[config.mk]
export PLATFORM = sky130hd
export DESIGN_NAME = pwm_deadtime_channel
export DESIGN_NICKNAME = d
export VERILOG_FILES = /design/src/rtl/pwm_pkg.sv /design/src/rtl/pwm_deadtime_gen.sv /design/src/rtl/pwm_deadtime_channel.sv
export SDC_FILE = /design/constraint.sdc
export NUM_CORES = 1
export LEC_CHECK = 0
export CORE_UTILIZATION = 45
export CTS_BUF_LIST = sky130_fd_sc_hd__clkbuf_16
export DETAILED_ROUTE_END_ITERATION = 16
export PLACE_DENSITY = 0.87
export SKIP_CTS_REPAIR_TIMING = 1
export SYNTH_ARGS = -nofsm -noshare
export SYNTH_HDL_FRONTEND = slang
export SYNTH_HIERARCHICAL = 1
export SYNTH_SLANG_ARGS = --single-unit
[constraint.sdc]
create_clock -name clk -period 2.7 [get_ports clk]
set_clock_uncertainty 0.2 [all_clocks]
set_input_delay 0.27 -clock clk [delete_from_list [all_inputs] [get_ports clk]]
set_output_delay 0.27 -clock clk [all_outputs]
set_load 0.05 [all_outputs]
[src/rtl/pwm_pkg.sv]
// pwm_pkg: types and default widths shared by the PWM timebase and the
// per-channel dead-time stage.
package pwm_pkg;

    localparam int PWM_CNT_WIDTH = 32;
    localparam int PWM_DT_WIDTH  = 8;

    typedef enum logic [2:0] {
        S_OFF,
        S_DEAD_TO_HIGH,
        S_HIGH,
        S_DEAD_TO_LOW,
        S_LOW
    } pwm_dt_state_t;

    // Moore decode of the high-side drive.
    function automatic logic drives_high(input pwm_dt_state_t s);
        return (s == S_HIGH);
    endfunction

    // Moore decode of the low-side drive.
    function automatic logic drives_low(input pwm_dt_state_t s);
        return (s == S_LOW);
    endfunction

endpackage

[src/rtl/pwm_deadtime_gen.sv]
// pwm_deadtime_gen: turns the raw PWM compare into a complementary high/low
// drive pair separated by a programmable dead band. Both drives are
// registered Moore outputs of the state, so they can never be high together.
module pwm_deadtime_gen
    import pwm_pkg::*;
#(
    parameter int DT_WIDTH = PWM_DT_WIDTH
) (
    input  logic                clk,
    input  logic                rst,
    input  logic                enable,
    input  logic                pwm_raw,
    input  logic [DT_WIDTH-1:0] dead_cycles,
    output logic                pwm_h,
    output logic                pwm_l
);

    pwm_dt_state_t       state_q, state_d;
    logic [DT_WIDTH-1:0] dt_cnt_q, dt_cnt_d;
    logic                pwm_h_q, pwm_l_q;
    logic                dead_zero;

    assign dead_zero = (dead_cycles == '0);

    // Next state and dead-band count; a zero dead band jumps straight to the drive state.
    always_comb begin
        state_d  = state_q;
        dt_cnt_d = dt_cnt_q;
        if (!enable) begin
            state_d  = S_OFF;
            dt_cnt_d = '0;
        end else begin
            case (state_q)
                S_OFF: begin
                    // Even a start from off waits out a full dead band.
                    if (pwm_raw) state_d = dead_zero ? S_HIGH : S_DEAD_TO_HIGH;
                    else         state_d = dead_zero ? S_LOW  : S_DEAD_TO_LOW;
                    dt_cnt_d = dead_cycles;
                end
                S_LOW: begin
                    if (pwm_raw) begin
                        state_d  = dead_zero ? S_HIGH : S_DEAD_TO_HIGH;
                        dt_cnt_d = dead_cycles;
                    end
                end
                S_HIGH: begin
                    if (!pwm_raw) begin
                        state_d  = dead_zero ? S_LOW : S_DEAD_TO_LOW;
                        dt_cnt_d = dead_cycles;
                    end
                end
                S_DEAD_TO_HIGH: begin
                    // Both drives are already low, so a reverting request may
                    // return to the low side without another dead band.
                    if (!pwm_raw) begin
                        state_d  = S_LOW;
                        dt_cnt_d = '0;
                    end else if (dt_cnt_q <= DT_WIDTH'(1)) begin
                        state_d  = S_HIGH;
                        dt_cnt_d = '0;
                    end else begin
                        dt_cnt_d = dt_cnt_q - DT_WIDTH'(1);
                    end
                end
                S_DEAD_TO_LOW: begin
                    if (pwm_raw) begin
                        state_d  = S_HIGH;
                        dt_cnt_d = '0;
                    end else if (dt_cnt_q <= DT_WIDTH'(1)) begin
                        state_d  = S_LOW;
                        dt_cnt_d = '0;
                    end else begin
                        dt_cnt_d = dt_cnt_q - DT_WIDTH'(1);
                    end
                end
                default: begin
                    state_d  = S_OFF;
                    dt_cnt_d = '0;
                end
            endcase
        end
    end

    // State, counter and registered drive outputs decoded from the next state.
    always_ff @(posedge clk or posedge rst) begin
        if (rst) begin
            state_q  <= S_OFF;
            dt_cnt_q <= '0;
            pwm_h_q  <= 1'b0;
            pwm_l_q  <= 1'b0;
        end else begin
            state_q  <= state_d;
            dt_cnt_q <= dt_cnt_d;
            pwm_h_q  <= drives_high(state_d);
            pwm_l_q  <= drives_low(state_d);
        end
    end

    assign pwm_h = pwm_h_q;
    assign pwm_l = pwm_l_q;

endmodule

[src/rtl/pwm_deadtime_channel.sv]
// pwm_deadtime_channel: one half-bridge leg fed by the shared timebase.
// Holds the period-aligned duty shadow and the compare, then hands the raw
// waveform to pwm_deadtime_gen for complementary drive with dead band.
// Optional latched fault shutdown: define PWM_DEADTIME_FAULT_EN.
module pwm_deadtime_channel
    import pwm_pkg::*;
#(
    parameter int CNT_WIDTH = PWM_CNT_WIDTH,
    parameter int DT_WIDTH  = PWM_DT_WIDTH
) (
    input  logic                 clk,
    input  logic                 rst,
    input  logic                 enable,
    input  logic [CNT_WIDTH-1:0] cnt,
    input  logic                 period_end,
    input  logic [CNT_WIDTH-1:0] duty_cycles,
    input  logic [DT_WIDTH-1:0]  dead_cycles,
    output logic                 pwm_raw,
    output logic                 pwm_h,
    output logic                 pwm_l,
    output logic [CNT_WIDTH-1:0] duty_active
`ifdef PWM_DEADTIME_FAULT_EN
    ,
    input  logic                 fault_in,
    output logic                 fault_latched
`endif
);

    logic [CNT_WIDTH-1:0] duty_active_q, duty_active_d;
    logic                 pwm_raw_q, pwm_raw_d;
    logic                 gen_enable;

    // Shadow loads only at a period boundary (or while idle) so a running
    // period is never cut short; the compare still sees the old shadow on
    // the boundary edge, so the new duty first applies to cnt=0.
    always_comb begin
        duty_active_d = (!enable || period_end) ? duty_cycles : duty_active_q;
        pwm_raw_d     = enable && (cnt < duty_active_q);
    end

    // Shadow duty and registered compare result.
    always_ff @(posedge clk or posedge rst) begin
        if (rst) begin
            duty_active_q <= '0;
            pwm_raw_q     <= 1'b0;
        end else begin
            duty_active_q <= duty_active_d;
            pwm_raw_q     <= pwm_raw_d;
        end
    end

`ifdef PWM_DEADTIME_FAULT_EN
    logic fault_q, fault_d;

    // Sticky fault; it clears only once the channel is disabled and the fault source is gone.
    always_comb begin
        if (fault_in)     fault_d = 1'b1;
        else if (!enable) fault_d = 1'b0;
        else              fault_d = fault_q;
    end

    // Fault latch register.
    always_ff @(posedge clk or posedge rst) begin
        if (rst) fault_q <= 1'b0;
        else     fault_q <= fault_d;
    end

    assign fault_latched = fault_q;
    assign gen_enable    = enable && !fault_q;
`else
    assign gen_enable    = enable;
`endif

    pwm_deadtime_gen #(
        .DT_WIDTH (DT_WIDTH)
    ) u_gen (
        .clk         (clk),
        .rst         (rst),
        .enable      (gen_enable),
        .pwm_raw     (pwm_raw_q),
        .dead_cycles (dead_cycles),
        .pwm_h       (pwm_h),
        .pwm_l       (pwm_l)
    );

    assign pwm_raw     = pwm_raw_q;
    assign duty_active = duty_active_q;

endmodule

==> flow_metrics.py <==
metrics = {
    "worst_setup_path": {
        "cp_max_fo": 6,
        "crit_required_ns": 2.69,
        "crit_start": "u_gen/dt_cnt_q[0]",
        "path_class": "flop to flop",
        "reg2regPathDepth": 6,
        "cp.arrival_ns": 2.31,
        "r2r_setup_slack_ns": 0.37,
        "r2r_start": "u_gen/dt_cnt_q[0]",
        "rr_endpoint": "u_gen/pwm_h",
        "start_kind": "flop",
        "end_kind": "flop",
        "worstSetupEndpoint": "u_gen/pwm_h",
    },
    "logic_synthesis": {
        "syn_inst": 328,
        "ys_top_cells_by_area": "dfrtp_1 40%, ha_1 15%, o21ai_0 7.4%",
        "yosysSeqAreaShare": 0.3967,
        "ys_ff_latch": 46,
        "synth.most_common_cell": "nand2_1",
        "syn_avg_cell_area_um2": 8.846,
        "syn_area_um2": 2902,
        "netlist_top_cells_count": "53 x nand2_1, 46 x dfrtp_1, 43 x o21ai_0",
        "async_reset_ff_frac": 1.000,
        "synth_edf_count": 0,
        "ys.flop_type": "dfrtp_1",
        "synth_top_area_share": 0.3967,
        "synthDistinctLibCells": 46,
        "syn_nets": 438,
        "ys_warn_count": 6,
        "synth_top_area_cell": "dfrtp_1",
    },
    "drt": {
        "vias_per_cell": 5.397,
        "wirelength_mm": 7.706,
        "vias": 2758,
        "ant_nets": 0,
        "first_iter_violations": 148,
        "drc": 0,
        "wl_met1_mm": 2.990,
        "met2_length_mm": 3.899,
        "dr.pass1.iters": 4,
        "top_layer_used": "met4",
        "wl_per_cell_um": 15.08,
        "wl_met3_um": 691,
    },
    "pwr": {
        "finalPower_mw": 2.627,
        "ir_drop_mv": 0.4208,
        "powerDensity_nw_per_um2": 625.5,
        "p_leak_nw": 1.955,
    },
    "floorplan": {
        "start_util": 0.4787,
        "die_w_um": 82.30,
        "die_y_um": 82.30,
        "io_pins": 111,
        "fp.dieArea_um2": 6773,
        "core_area_um2": 6061,
        "rows": 28,
    },
    "final_layout": {
        "antenna_cells": 0,
        "syn_to_final_growth_pct": 44.76,
        "fin_util": 0.6930,
        "layout-drive-gt1-share": 0.05046,
        "fillers": 484,
        "nNetsFinal": 546,
    },
    "clock_network": {
        "clock_sinks": 46,
        "cts_tree": "built",
        "cts_buffers": 5,
        "cts_buffer_depth": 2,
        "clock_latency_ns": 0.28,
        "path_clk_slew_ns": 0.06,
        "clockRootBuffer": "clkbuf_16",
        "h-tree-depth": 2,
    },
    "global_routing": {
        "overflow": 0,
        "grtUsageTotal": 0.2442,
        "antenna_found_initial": 0,
        "grt_pass1_vias": 2774,
        "grt_max_degree": 34,
        "grt_first_pass_wirelength_mm": 12.47,
    },
    "flow_run": {
        "maxCapViolations": 0,
    },
    "timing": {
        "worst_slack_ns": 0.3743,
        "setup_violations": 0,
        "tns_ns": 0,
        "rsz0062_at_grt": "no",
        "fin_crit_sh": 0.8614,
        "worstMarginPinSlew_ns": 0.5991,
        "timing.fmax_mhz": 430.0,
        "layout_min_cycle_time_ns": 2.326,
        "hold_violations": 0,
        "drv_slew": 0,
        "slew_headroom": 0.6002,
    },
    "worst_hold_path": {
        "hold_path.class": "input port to async pin",
    },
    "placement": {
        "dp_slack_ns": 0.2008,
        "gp_congestion": 0.8887,
        "hpwl_mm": 6.096,
        "port_buffers": 110,
    },
    "outcome": {
        "outcome": "complete, no violations",
    },
}
## stage by stage
| step | std cells | hold WS (ns) | instance area, um^2 |
|---|---|---|---|
| floorplan | 328 | -0.05304 | 2902 |
| global placement | 504 | 0.3178 | 4068 |
| detailed placement | 504 | 0.3227 | 4068 |
| CTS | 511 | 0.1810 | 4200 |
| global route | 511 | 0.2195 | 4200 |
| finish | 511 | 0.1573 | 4200 |
## sequential cells by signal, indices dropped and copies added, names as in the netlist
signal	count
pwm_raw	1
duty_active	32
u_gen/dt_cnt_q	8
u_gen/pwm_h	1
u_gen/state_q	3
u_gen/pwm_l	1
## power breakdown
part           internal, mW  switching (mW)  leakage (nW)
registers             0.793           0.140         0.567
clock network         0.331           0.246        0.0723
logic                 0.483           0.634          1.32
## critical path: stages, from the launching register on
cell	delay, ns
dfrtp_1	0.46
inv_1	0.09
ha_1	0.26
o2111ai_1	0.54
mux2i_1	0.15
o211a_2	0.29
nor4b_2	0.25
## per-layer routing
layer  up-vias  track usage
met2       118       0.4372
li1       1359            -
met1      1269       0.2759
met5         -            0
met3        12      0.07582
met4         0      0.07368
## cell families (layout without fill, tap and decap cells)
kind of cell	Yosys count	in the layout	synth area share
simple gates	104	104	0.1824
compound gates	90	90	0.1949
buf+inv	51	159	0.06900
flops	46	46	0.3967
fa+ha+maj	34	34	0.1466
mux	2	2	0.007331
xor+xnor	1	1	0.003019
## area by class of cell
cell class | count | area (um^2) | share of cell area
timing repair buffer | 113 | 1124 | 0.2675
multi-input combinational | 231 | 1553 | 0.3697
tap | 75 | 93.84 | 0.02234
sequential | 46 | 1151 | 0.2741
clock buffer | 5 | 125.1 | 0.02979
clock inverter | 2 | 7.507 | 0.001787
inverter | 39 | 146.4 | 0.03485
## cells in the final DEF, fill, tap and decap left out, types with 2 or more instances in the layout
cell type          n
a211oi_2           2
nand3b_1           2
nor2_1            15
nor4_1             2
nor2b_1            4
a211oi_1           2
ha_1              34
nand3_1            3
nand4_1            2
o21ai_0           43
nand2b_1           2
or4_4              2
dfrtp_1           46
nand2_1           53
nor3_2             2
o21ai_1            8
a22o_1             7
and4_1             4
clkdlybuf4s50_1  110
and3_1             3
nor3_1             2
inv_1             41
and3b_1            2
a32oi_1            2
buf_4              3
a21oi_1           15
clkbuf_16          5
## worst min-delay path by stage
| stage | startpoint | end | slack, ns | cells past startpoint |
|---|---|---|---|---|
| 2_1_floorplan | rst | u_gen/dt_cnt_q[0] | -0.05 | 1 |
| 3_3_place_gp | duty_active[0] | duty_active[0] | 0.32 | 1 |
| 3_5_place_dp | duty_active[0] | duty_active[0] | 0.32 | 1 |
| 4_1_cts | rst | u_gen/dt_cnt_q[5] | 0.18 | 2 |
| 5_1_grt | rst | u_gen/dt_cnt_q[1] | 0.22 | 2 |
| 6_report | rst | u_gen/dt_cnt_q[4] | 0.16 | 2 |
Power figures use the tool's default switching activity.
